## config.mk

```make
export PLATFORM = sky130hd
export DESIGN_NAME = i2c_target_responder
export DESIGN_NICKNAME = d
export VERILOG_FILES = /design/src/rtl/i2c_target_responder.sv
export SDC_FILE = /design/constraint.sdc
export NUM_CORES = 1
export LEC_CHECK = 0
export CAP_MARGIN = 40
export CORE_MARGIN = 2
export CORE_UTILIZATION = 40
export DETAILED_ROUTE_END_ITERATION = 10
export GPL_TIMING_DRIVEN = 0
export PLACE_DENSITY = 0.67
export SETUP_SLACK_MARGIN = 0.5
export SYNTH_ARGS = -nofsm -noshare
export SYNTH_HDL_FRONTEND = slang
export SYNTH_SLANG_ARGS = --single-unit
```

## constraint.sdc

```tcl
create_clock -name clk -period 4.3 [get_ports clk]
set_input_delay 1.075 -clock clk [delete_from_list [all_inputs] [get_ports clk]]
set_output_delay 1.075 -clock clk [all_outputs]
set_load 0.02 [all_outputs]
```

## src/rtl/i2c_target_responder.sv

```systemverilog
// I2C target responder: oversampled SCL/SDA, 7-bit address match,
// byte buffer written by master writes and returned on master reads.
module i2c_target_responder #(
  parameter logic [6:0] TARGET_ADDR = 7'h22,
  parameter int         BUF_DEPTH   = 16,
  parameter int         SYNC_STAGES = 2,
  parameter bit         LISTEN_ONLY = 1'b0
) (
  input  logic                        clk,
  input  logic                        rst,
  input  logic                        scl_i,
  input  logic                        sda_i,
  output logic                        sda_oe,
  output logic                        busy,
  output logic                        addr_match,
  output logic                        wr_strobe,
  output logic [7:0]                  wr_data,
  output logic [$clog2(BUF_DEPTH):0]  byte_count
);

  localparam int AW = $clog2(BUF_DEPTH);
  localparam logic [AW:0] DEPTH_C = (AW+1)'(BUF_DEPTH);
  localparam logic [AW:0] CNT_MAX = '1;
  localparam logic [AW:0] ONE_C   = (AW+1)'(1);

  typedef enum logic [2:0] {
    IDLE, ADDR, ADDR_ACK, WRITE,
    WR_ACK, READ, RD_ACK, IGNORE
  } state_e;

  state_e                 state_q;
  logic [SYNC_STAGES-1:0] scl_sync_q;
  logic [SYNC_STAGES-1:0] sda_sync_q;
  logic                   scl_dly_q;
  logic                   sda_dly_q;
  logic [3:0]             cnt_q;
  logic [6:0]             sh_q;
  logic [7:0]             tx_q;
  logic                   rw_q;
  logic                   ack_q;
  logic                   ack_ok_q;
  logic                   oe_q;
  logic [AW:0]            ptr_q;
  logic [7:0]             mem_q [BUF_DEPTH];

  logic          scl_s, sda_s;
  logic          scl_rise, scl_fall;
  logic          start_det, stop_det;
  logic [7:0]    rx_byte;
  logic [AW-1:0] idx, idx_nxt;
  logic          room, mem_we;

  assign scl_s     = scl_sync_q[SYNC_STAGES-1];
  assign sda_s     = sda_sync_q[SYNC_STAGES-1];
  assign scl_rise  = scl_s & ~scl_dly_q;
  assign scl_fall  = ~scl_s & scl_dly_q;
  assign start_det = scl_s & sda_dly_q & ~sda_s;
  assign stop_det  = scl_s & ~sda_dly_q & sda_s;
  assign rx_byte   = {sh_q, sda_s};
  assign idx       = ptr_q[AW-1:0];
  assign idx_nxt   = idx + AW'(1);
  assign room      = ptr_q < DEPTH_C;
  assign mem_we    = (state_q == WRITE) & scl_rise
                   & (cnt_q == 4'd7) & room
                   & ~start_det & ~stop_det;

  assign sda_oe = oe_q & ~LISTEN_ONLY;

  // Buffer contents survive reset on purpose.
  always_ff @(posedge clk) begin
    if (mem_we) mem_q[idx] <= rx_byte;
  end

  always_ff @(posedge clk or posedge rst) begin
    if (rst) begin
      state_q    <= IDLE;
      scl_sync_q <= '1;
      sda_sync_q <= '1;
      scl_dly_q  <= 1'b1;
      sda_dly_q  <= 1'b1;
      cnt_q      <= '0;
      sh_q       <= '0;
      tx_q       <= '0;
      rw_q       <= 1'b0;
      ack_q      <= 1'b0;
      ack_ok_q   <= 1'b0;
      oe_q       <= 1'b0;
      ptr_q      <= '0;
      busy       <= 1'b0;
      addr_match <= 1'b0;
      wr_strobe  <= 1'b0;
      wr_data    <= '0;
      byte_count <= '0;
    end else begin
      scl_sync_q <= {scl_sync_q[SYNC_STAGES-2:0], scl_i};
      sda_sync_q <= {sda_sync_q[SYNC_STAGES-2:0], sda_i};
      scl_dly_q  <= scl_s;
      sda_dly_q  <= sda_s;
      wr_strobe  <= 1'b0;
      if (start_det) begin
        state_q    <= ADDR;
        cnt_q      <= '0;
        ptr_q      <= '0;
        byte_count <= '0;
        busy       <= 1'b1;
        addr_match <= 1'b0;
        oe_q       <= 1'b0;
        ack_q      <= 1'b0;
      end else if (stop_det) begin
        state_q    <= IDLE;
        busy       <= 1'b0;
        addr_match <= 1'b0;
        oe_q       <= 1'b0;
      end else begin
        unique case (state_q)
          ADDR: if (scl_rise) begin
            sh_q  <= rx_byte[6:0];
            cnt_q <= cnt_q + 4'd1;
            if (cnt_q == 4'd7) begin
              cnt_q <= '0;
              rw_q  <= sda_s;
              ack_q <= 1'b0;
              if (rx_byte[7:1] == TARGET_ADDR) begin
                addr_match <= 1'b1;
                state_q    <= ADDR_ACK;
              end else begin
                state_q <= IGNORE;
              end
            end
          end
          // First falling edge starts the ACK, second one ends it.
          ADDR_ACK: if (scl_fall) begin
            if (!ack_q) begin
              oe_q  <= 1'b1;
              ack_q <= 1'b1;
            end else begin
              ack_q <= 1'b0;
              cnt_q <= '0;
              if (rw_q) begin
                state_q <= READ;
                oe_q    <= ~mem_q[idx][7];
                tx_q    <= {mem_q[idx][6:0], 1'b0};
              end else begin
                state_q <= WRITE;
                oe_q    <= 1'b0;
              end
            end
          end
          WRITE: if (scl_rise) begin
            sh_q  <= rx_byte[6:0];
            cnt_q <= cnt_q + 4'd1;
            if (cnt_q == 4'd7) begin
              cnt_q    <= '0;
              ack_q    <= 1'b0;
              ack_ok_q <= room;
              state_q  <= WR_ACK;
              if (room) begin
                wr_strobe  <= 1'b1;
                wr_data    <= rx_byte;
                ptr_q      <= ptr_q + ONE_C;
                byte_count <= byte_count + ONE_C;
              end
            end
          end
          WR_ACK: if (scl_fall) begin
            if (!ack_q) begin
              oe_q  <= ack_ok_q;
              ack_q <= 1'b1;
            end else begin
              oe_q    <= 1'b0;
              ack_q   <= 1'b0;
              state_q <= WRITE;
            end
          end
          READ: begin
            if (scl_rise && cnt_q != 4'd8)
              cnt_q <= cnt_q + 4'd1;
            if (scl_fall) begin
              if (cnt_q == 4'd8) begin
                oe_q    <= 1'b0;
                cnt_q   <= '0;
                state_q <= RD_ACK;
              end else begin
                oe_q <= ~tx_q[7];
                tx_q <= {tx_q[6:0], 1'b0};
              end
            end
          end
          RD_ACK: if (scl_rise) begin
            if (byte_count != CNT_MAX)
              byte_count <= byte_count + ONE_C;
            if (!sda_s) begin
              ptr_q   <= {1'b0, idx_nxt};
              tx_q    <= mem_q[idx_nxt];
              cnt_q   <= '0;
              state_q <= READ;
            end else begin
              state_q <= IGNORE;
            end
          end
          default: ;
        endcase
      end
    end
  end

endmodule

```

==> results of run 1 <==
[metrics by stage]
step / power [uW] / instance area, um2 / std cells
2_1_floorplan: 4360 / 8950 / 594
5_1_grt: 7010 / 10300 / 943
4_1_cts: 6700 / 10300 / 943
3_3_place_gp: 5060 / 9500 / 894
6_report: 6720 / 10300 / 943
3_5_place_dp: 5120 / 9640 / 911
[synth_stat cells, types with 3 or more instances]
library cell	n	share of area (%)
mux4_2	65	16
o21ai_0	16	0.89
a32o_1	4	0.45
a31oi_1	5	0.35
nand3b_1	5	0.42
nor3_1	10	0.56
ha_1	8	1.1
nand2_1	30	1.3
buf_2	19	1.1
a21oi_1	16	0.89
nand3_1	6	0.34
buf_4	5	0.42
dfrtp_1	47	13
nor3_2	4	0.45
mux2i_1	13	1.5
nor2_1	53	2.2
xor2_1	4	0.39
mux2_2	22	2.8
a211oi_1	5	0.42
dfstp_2	6	1.8
a31o_2	4	0.39
buf_1	3	0.13
edfxtp_1	128	43
o31ai_1	6	0.50
a21o_1	3	0.25
nor2b_1	9	0.63
and3b_1	4	0.39
nand2b_1	6	0.42
inv_1	11	0.46
o211ai_1	9	0.75
mux2_1	4	0.50
a41oi_1	6	0.59
clkbuf_1	9	0.38
nor4b_1	3	0.29
[cell families after synthesis]
family	count (synthesis)
DFF	181
and+or+nand+nor	143
muxes	104
AOI/OAI and AO/OA	101
buffers and inverters	51
adders and majority gates	8
xor gates and xnor gates	6
[layer usage]
layer  global-route usage [%]  vias up  share of wire [%]
met5                        0        -                  0
met1                     25.9     2991                 42
met4                     7.30        0                3.1
li1                         -     2484                  -
met3                     3.72       50                6.4
met2                     32.0      237                 49
[worst paths after layout]
check	startpoint	to	slack, ps	cells after the start
setup / recovery	ptr_q[1]	tx_q[0]	710	12
hold / removal	scl_sync_q[0]	scl_sync_q[1]	360	0
setup reg to reg	ptr_q[1]	tx_q[0]	710	12
hold reg to reg	scl_sync_q[0]	scl_sync_q[1]	360	0
max in group asynchronous	rst	scl_sync_q[1]	2700	3
min in group asynchronous	rst	wr_data[3]	980	2
[what timing repair did]
| action | in CTS | in global routing |
|---|---|---|
| pin swaps | 0 | 0 |
| gates cloned | 0 | 0 |
| setup endpoints to repair | 7 | 5 |
| hold buffers | 0 | 0 |
| gates resized for setup | 5 | 3 |
[cell type report]
cell class	instances	area, um2
Multi-Input combinational cell	362	3520
Clock inverter	15	196
Timing Repair Buffer	37	344
Buffer	38	219
Fill cell	1913	11600
Clock buffer	17	425
Inverter	13	52.6
Sequential cell	181	5180
Tap cell	280	350
[flip-flops by register name, indices dropped and copies added (netlist names)]
| register | count |
|---|---|
| wr_strobe | 1 |
| rw_q | 1 |
| ptr_q | 5 |
| mem_q | 128 |
| sda_sync_q | 2 |
| tx_q | 8 |
| wr_data | 8 |
| state_q | 3 |
| scl_sync_q | 2 |
| sh_q | 7 |
| busy | 1 |
| addr_match | 1 |
| byte_count | 5 |
| scl_dly_q | 1 |
| sda_oe | 1 |
| sda_dly_q | 1 |
| ack_ok_q | 1 |
| cnt_q | 4 |
| ack_q | 1 |
[power by group]
group | internal (uW) | switching [uW]
sequential | 2110 | 244
combinational | 1300 | 1490
clock | 797 | 779
total | 4210 | 2510
[critical path, cell delays in order, from the launching register on]
cell	delay, ps
dfrtp_1	380
buf_2	260
buf_6	250
buf_4	280
inv_1	140
ha_1	290
buf_2	190
buf_4	280
buf_4	270
mux4_2	540
mux2i_1	210
a21oi_1	100
a31o_2	270
==> results.py, run 1 <==
metrics = {
    "outcome": {
        "status": "completed",
    },
    "power": {
        "peakVddDrop_mv": 0.367,
        "powerDensity_nw_per_um2": 653,
        "p_leak_uw": 0.00370,
    },
    "global_route": {
        "antenna_found_initial": 0,
        "grt_pass1_wl_um": 34800,
        "track_usage_pct": 19.5,
        "grt_pass1_vias": 5991,
        "grt_max_degree": 35,
        "grt.overflow.total": 0,
    },
    "timing": {
        "max_slew.worst_pin.slew_ps": 853,
        "rsz0062_at_grt": "false",
        "timing.hold.ws_ps": 357,
        "min_period_ps": 3590,
        "setup_slack_ps": 715,
        "finalSetupViolCount": 0,
        "slew_viol_final": 0,
        "fmax_mhz": 279,
        "tns_ps": 0,
        "maxSlewHeadroom_pct": 42.8,
        "period_share_pct": 83.4,
        "skew_ps": 14.6,
        "finalHoldViolCount": 0,
    },
    "placed_design": {
        "numPortBuffers": 20,
        "pre_cts_slack_ps": 147,
        "gp_congestion": 0.849,
        "hpwl_um": 16100,
    },
    "routing": {
        "vias": 5762,
        "drt_pre_antenna_iters": 5,
        "detail-route-antenna-nets": 0,
        "wl_um": 22700,
        "post_drt_wl_per_cell_um": 24.1,
        "avgViaCountPerCell": 6.11,
        "drc": 0,
        "drtIter0Drc": 624,
    },
    "worst_setup_path": {
        "worstSetupPathType": "reg2reg",
        "critPathMaxFanout": 10,
        "worstSetupStartpointType": "flip-flop",
        "cp.required_ps": 4620,
        "arrival_ps": 3910,
        "worst_setup_path_end_kind": "flip-flop",
    },
    "synth": {
        "synth_seq_cells": 181,
        "synthSimpleGateAreaFrac_pct": 8.38,
        "async_reset_ff_share_pct": 29.3,
        "synth_seq_area_share_pct": 57.9,
        "synth_compound_area_share_pct": 8.19,
        "synth_xor_area_share_pct": 0.587,
        "synth_area_um2": 8950,
        "synth_top_family_by_area": "multiplexers",
        "yosysWarnings": 0,
        "avgSynthCellArea_um2": 15.1,
        "syn_inst": 594,
        "synthAdderAreaFrac_pct": 1.12,
        "synth_edf_count": 128,
        "ys_types": 68,
        "synth-main-ff-cell": "edfxtp_1",
        "muxShareOfSynthArea_pct": 21.1,
        "synth_nets": 606,
    },
    "clock_tree": {
        "clock-root-buffer": "clkbuf_16",
        "cts_setup_buffers": 0,
        "insertion_delay_ps": 440,
        "clkTransAtPathRegs_ps": 80,
        "cts_buffer_depth": 2,
        "cts_buffers": 17,
        "cts_tree": "yes",
        "cts_sinks": 181,
        "htreeDepth": 4,
    },
    "finish": {
        "antennaDiodeCount": 0,
        "nets": 662,
        "fin_util_pct": 47.0,
        "mostFrequentLayoutCells": "128 x edfxtp_1, 65 x mux4_2, 53 x nor2_1, 47 x dfrtp_1, 30 x nand2_1",
        "syn_to_final_growth_pct": 15.0,
        "final_common_cell": "edfxtp_1",
        "drive_gt1_share_pct": 27.9,
    },
    "floorplan": {
        "io_pins": 21,
        "die_x_um": 154,
        "start_util_pct": 40.9,
        "rows": 54,
        "core_um2": 21900,
        "dieArea_um2": 23600,
        "die_y_um": 154,
    },
    "hold_path": {
        "hold_path.class": "reg2reg",
    },
    "run": {
        "cap_violations": 0,
    },
}
No activity file was read; power rests on OpenSTA's default activity.
==> inputs of run 2 (changes only) <==
==> constraint.sdc (replaced) <==
create_clock -name clk -period 3.4 [get_ports clk]
set_input_delay 0.85 -clock clk [delete_from_list [all_inputs] [get_ports clk]]
set_output_delay 0.85 -clock clk [all_outputs]
set_load 0.02 [all_outputs]
==> run 2 against run 1 <==
  * Final cell count increased by 2.7%
  * Clock skew increased by 4.8 ps
  * First-iteration DRC count increased by 0.48%
  * Combinational power increased by 46%
  * Clock power increased by 26%
  * Die area unchanged
  * Count of clock-buffer cells in the layout increased by 2
  * Sequential power increased by 26%
==> results.py, run 2 (synthesis results as in run 1) <==
metrics = {
    "outcome": {
        "status": "completed",
    },
    "routing": {
        "drtIter0Drc": 627,
        "detail-route-antenna-nets": 0,
        "post_drt_wl_per_cell_um": 24.3,
        "avgViaCountPerCell": 6.16,
        "vias": 5960,
        "wl_um": 23600,
        "drc": 0,
        "drt_pre_antenna_iters": 6,
    },
    "global_route": {
        "grt_max_degree": 36,
        "track_usage_pct": 20.4,
        "grt_pass1_wl_um": 36100,
        "antenna_found_initial": 0,
        "grt_pass1_vias": 5959,
        "grt.overflow.total": 0,
    },
    "worst_setup_path": {
        "cp_common_cell": "buf_2",
        "arrival_ps": 3160,
        "critPathMaxFanout": 10,
        "crit_chain": "buf_4 -> buf_2 -> buf_2 -> mux4_2 -> mux2i_1 -> nor2_1 -> a2111oi_0 -> o31a_1",
        "cp_num_buf_inv": 3,
        "max_stage_delay_ps": 660,
        "worst_setup_path_end_kind": "flip-flop",
        "r2r_start": "ptr_q[0]",
        "worstSetupStartpointType": "flip-flop",
        "regToRegSetupSlack_ps": 600,
        "cp.required_ps": 3760,
        "path_delay_family": "buffers and inverters",
        "slowest_stage": "a2111oi_0",
        "timing.rr.end": "sda_oe",
        "r2r_cells": 8,
        "worstSetupPathType": "reg2reg",
    },
    "finish": {
        "top_register": "mem_q",
        "reg_top3": "mem_q: 128 flops, tx_q: 8 flops, wr_data: 8 flops",
        "largest_reg_flops": 128,
        "fin_util_pct": 48.9,
        "drive_gt1_share_pct": 33.4,
        "syn_to_final_growth_pct": 19.7,
        "antennaDiodeCount": 0,
        "final_common_cell": "edfxtp_1",
        "mostFrequentLayoutCells": "128 x edfxtp_1, 65 x mux4_2, 46 x dfrtp_1, 44 x nor2_1, 40 x buf_4",
        "fin_area_um2": 10700,
        "nets": 687,
    },
    "hold_path": {
        "hold_path.startpoint": "scl_sync_q[0]",
        "holdPathEnd": "scl_sync_q[1]",
        "hold_path.class": "reg2reg",
        "hold_depth": 0,
    },
    "timing": {
        "finalSetupViolCount": 0,
        "rsz0062_at_grt": "false",
        "skew_ps": 19.4,
        "setup_slack_ps": 599,
        "period_share_pct": 82.4,
        "maxSlewHeadroom_pct": 41.7,
        "min_period_ps": 2800,
        "finalHoldViolCount": 0,
        "slew_viol_final": 0,
        "timing.hold.ws_ps": 356,
        "fmax_mhz": 357,
        "max_slew.worst_pin.slew_ps": 869,
    },
    "floorplan": {
        "core_um2": 21900,
        "io_pins": 21,
        "rows": 54,
        "die_y_um": 154,
        "dieArea_um2": 23600,
        "start_util_pct": 40.9,
        "die_x_um": 154,
    },
    "clock_tree": {
        "cts_tree": "yes",
        "cts_buffer_depth": 2,
        "clkTransAtPathRegs_ps": 70,
        "cts_sinks": 181,
        "clock-root-buffer": "clkbuf_16",
        "htreeDepth": 4,
        "cts_buffers": 17,
        "insertion_delay_ps": 440,
    },
    "placed_design": {
        "dpl_cell_area_um2": 9670,
        "hpwl_um": 16300,
        "numPortBuffers": 20,
        "pre_cts_slack_ps": -292,
        "gp_congestion": 0.888,
    },
    "power": {
        "peakVddDrop_mv": 0.555,
        "powerDensity_nw_per_um2": 845,
        "p_leak_uw": 0.00387,
        "design_power_total_uw": 9050,
    },
    "run": {
        "cap_violations": 0,
    },
}
-- run 2: what timing repair did --
item                                    in CTS  in global routing
hold buffers                                 0                  0
gates resized for setup                     47                 11
endpoints found under the setup margin     132                109
setup buffers                               11                 14
pin swaps                                    6                  0
-- run 2: worst max-delay path by stage --
stage                        startpoint          end  slack [ps]  depth (start not counted)
after detailed placement       ptr_q[0]      tx_q[2]        -290                         12
after global routing           ptr_q[0]      tx_q[4]         520                         10
final                          ptr_q[0]       sda_oe         600                          8
after global placement         ptr_q[0]      tx_q[2]        -250                         12
after floorplan                ptr_q[0]      tx_q[0]         520                         11
after CTS                 scl_sync_q[1]  mem_q[3][7]         470                          8
-- run 2: routing by layer --
layer / share of wire [%] / global-route usage [%] / vias up / wire length, um
li1: - / - / 2540 / -
met1: 41 / 27.0 / 3091 / 9640
met2: 50 / 34.5 / 280 / 11800
met3: 6.4 / 3.75 / 49 / 1510
met4: 2.6 / 6.12 / 0 / 606
met5: 0 / 0 / - / 0
-- run 2: stage by stage --
| stage | setup TNS, ps | cells |
|---|---|---|
| 6_report | 0 | 968 |
| 4_1_cts | 0 | 954 |
| 5_1_grt | 0 | 968 |
| 3_3_place_gp | -1130 | 894 |
| 3_5_place_dp | -1370 | 911 |
| 2_1_floorplan | 0 | 594 |
-- run 2: cell type report --
type | instances | area, um2
Timing Repair Buffer | 62 | 564
Multi-Input combinational cell | 362 | 3640
Buffer | 38 | 309
Inverter | 13 | 53.8
Sequential cell | 181 | 5180
Clock inverter | 13 | 133
Clock buffer | 19 | 475
Fill cell | 1833 | 11200
Tap cell | 280 | 350
-- run 2: where the power goes --
part           internal, uW  switching, uW  leakage [uW]
sequential             2670            302       0.00184
clock                  1060            932      0.000299
combinational          2040           2050       0.00173
total                  5770           3280       0.00387
==> inputs of run 3 (changes only) <==
--- a/config.mk
+++ b/config.mk
@@ -10,7 +10,7 @@
 export CORE_UTILIZATION = 40
 export DETAILED_ROUTE_END_ITERATION = 10
 export GPL_TIMING_DRIVEN = 0
-export PLACE_DENSITY = 0.67
+export PLACE_DENSITY = 0.69
 export SETUP_SLACK_MARGIN = 0.5
 export SYNTH_ARGS = -nofsm -noshare
 export SYNTH_HDL_FRONTEND = slang
==> constraint.sdc (replaced) <==
create_clock -name clk -period 2.3 [get_ports clk]
set_input_delay 0.575 -clock clk [delete_from_list [all_inputs] [get_ports clk]]
set_output_delay 0.575 -clock clk [all_outputs]
set_load 0.02 [all_outputs]
==> run 3 against run 2 <==
  * The flow now finishes with violations (setup timing)
  * Routed wire length grew 15%
  * Critical path type unchanged
  * First-iteration DRC count grew 24%
  * Power grew 64%
==> results.py, run 3 (synthesis results as in run 1) <==
metrics = {
    "outcome": {
        "status": "finished with violations",
        "violations": "setup timing",
    },
    "clock_tree": {
        "clock-root-buffer": "clkbuf_16",
        "cts_buffer_depth": 2,
        "insertion_delay_ps": 440,
        "clkTransAtPathRegs_ps": 80,
        "hold_buffers": 0,
        "cts_buffers": 17,
        "cts_sinks": 181,
        "cts_tree": "yes",
        "htreeDepth": 4,
    },
    "global_route": {
        "antenna_found_initial": 0,
        "grt.overflow.total": 0,
        "grt_max_degree": 36,
        "grt_pass1_wl_um": 39900,
        "grt_pass1_vias": 6663,
        "track_usage_pct": 22.6,
    },
    "finish": {
        "syn_to_final_growth_pct": 36.9,
        "nets": 741,
        "mostFrequentLayoutCells": "128 x edfxtp_1, 65 x mux4_2, 47 x buf_4, 42 x buf_6, 39 x nor2_1",
        "drive_gt1_share_pct": 50.8,
        "reg_top3": "mem_q: 128 flops, tx_q: 8 flops, wr_data: 8 flops",
        "fin_util_pct": 56.0,
        "top_register": "mem_q",
        "antennaDiodeCount": 0,
        "largest_reg_flops": 128,
        "fillers": 1608,
        "final_common_cell": "edfxtp_1",
    },
    "worst_setup_path": {
        "worstSetupPathType": "reg2reg",
        "slowest_stage": "mux4_2",
        "cp.required_ps": 2590,
        "max_stage_delay_ps": 510,
        "crit_chain": "buf_6 -> buf_12 -> buf_12 -> inv_6 -> ha_4 -> buf_8 -> buf_12 -> buf_16 -> mux4_2 -> mux2_4 -> o211ai_1 -> a41oi_1",
        "arrival_ps": 2960,
        "cp_num_buf_inv": 7,
        "cp_common_cell": "buf_12",
        "path_delay_family": "multiplexers",
        "worstSetupStartpointType": "flip-flop",
        "critPathMaxFanout": 5,
        "worst_setup_path_end_kind": "flip-flop",
    },
    "timing": {
        "finalSetupViolCount": 140,
        "rsz0062_at_grt": "true",
        "setup_slack_ps": -368,
        "maxSlewHeadroom_pct": 43.8,
        "min_period_ps": 2670,
        "slew_viol_final": 0,
        "fmax_mhz": 375,
        "skew_ps": 14.3,
        "tns_ps": -19630,
        "period_share_pct": 116,
        "max_slew.worst_pin.slew_ps": 841,
        "finalHoldViolCount": 0,
    },
    "routing": {
        "vias": 6442,
        "avgViaCountPerCell": 6.30,
        "wl_um": 27100,
        "detail-route-antenna-nets": 0,
        "drtIter0Drc": 777,
        "drc": 0,
        "post_drt_wl_per_cell_um": 26.5,
        "drt_pre_antenna_iters": 5,
    },
    "floorplan": {
        "start_util_pct": 40.9,
        "die_x_um": 154,
        "core_um2": 21900,
        "rows": 54,
        "dieArea_um2": 23600,
        "io_pins": 21,
        "die_y_um": 154,
    },
    "power": {
        "peakVddDrop_mv": 0.674,
        "powerDensity_nw_per_um2": 1210,
        "p_leak_uw": 0.00450,
    },
    "hold_path": {
        "hold_path.class": "reg2reg",
    },
    "run": {
        "cap_violations": 0,
    },
    "placed_design": {
        "hpwl_um": 15900,
        "gp_congestion": 0.854,
        "numPortBuffers": 20,
    },
}
[run 3: cell count changes in the layout (fill, tap and decap cells not counted), moves of 7 or more]
cell	before	now
buf_6	7	42
mux2_4	0	22
dfrtp_2	1	9
buf_12	8	22
mux2_2	22	4
dfrtp_1	46	36
clkdlybuf4s50_1	20	3
buf_4	40	47
dlygate4sd2_1	0	11
clkbuf_1	7	0
[run 3: final timing paths]
check                                      to  cells after the start     startpoint  slack, ps
worst max register to register        tx_q[7]                     12       ptr_q[1]       -370
min in group asynchronous          wr_data[2]                      2            rst        490
worst max-delay path                  tx_q[7]                     12       ptr_q[1]       -370
worst min-delay path            scl_sync_q[1]                      0  scl_sync_q[0]        360
worst min register to register  scl_sync_q[1]                      0  scl_sync_q[0]        360
max in group asynchronous           sda_dly_q                      3            rst       1220
[run 3: cell type report]
cell class	count	area [um2]	share of cell area, %
clock buffers	17	425	3.47
inverters	13	71.3	0.582
repair buffers	116	1260	10.3
plain buffers	38	439	3.58
multi-input cells	362	4310	35.1
well taps	280	350	2.86
clock inverters	15	203	1.65
flip-flops and latches	181	5200	42.4
[run 3: stage by stage]
stage / area (um2) / setup slack [ps] / cells / total power, uW / hold slack (ps)
finish: 12300 / -368 / 1022 / 14900 / 359
global route: 12300 / -390 / 1022 / 15400 / 366
CTS: 11900 / -286 / 1002 / 14300 / 363
detailed placement: 9910 / -937 / 895 / 10100 / 351
global placement: 9890 / -852 / 894 / 9960 / 348
floorplan: 9340 / -233 / 594 / 8620 / 345
[run 3: worst reg2reg max path, stage by stage (launching register included)]
cell	delay [ps]
dfrtp_1	380
buf_6	120
buf_12	100
buf_12	100
inv_6	40
ha_4	260
buf_8	130
buf_12	110
buf_16	130
mux4_2	520
mux2_4	290
o211ai_1	210
a41oi_1	150
[run 3: routing by layer]
| metal | GRT usage (%) | up-vias | share of wire, % |
|---|---|---|---|
| li1 | - | 2650 | - |
| met1 | 27.9 | 3262 | 36 |
| met2 | 38.1 | 410 | 50 |
| met3 | 4.43 | 120 | 8.1 |
| met4 | 11.5 | 0 | 5.3 |
| met5 | 0 | - | 0 |
[run 3: power breakdown]
group | switching [uW] | total, uW | internal (uW) | leakage (uW)
combinational | 3640 | 7370 | 3730 | 0.00236
sequential | 507 | 4470 | 3970 | 0.00183
clock | 1440 | 3030 | 1580 | 0.000307
[run 3: timing repair]
| action | in CTS | in global routing |
|---|---|---|
| gates cloned | 1 | 0 |
| setup buffers | 74 | 20 |
| gates resized for setup | 169 | 71 |
| pin swaps | 41 | 34 |
| endpoints found under the setup margin | 191 | 180 |
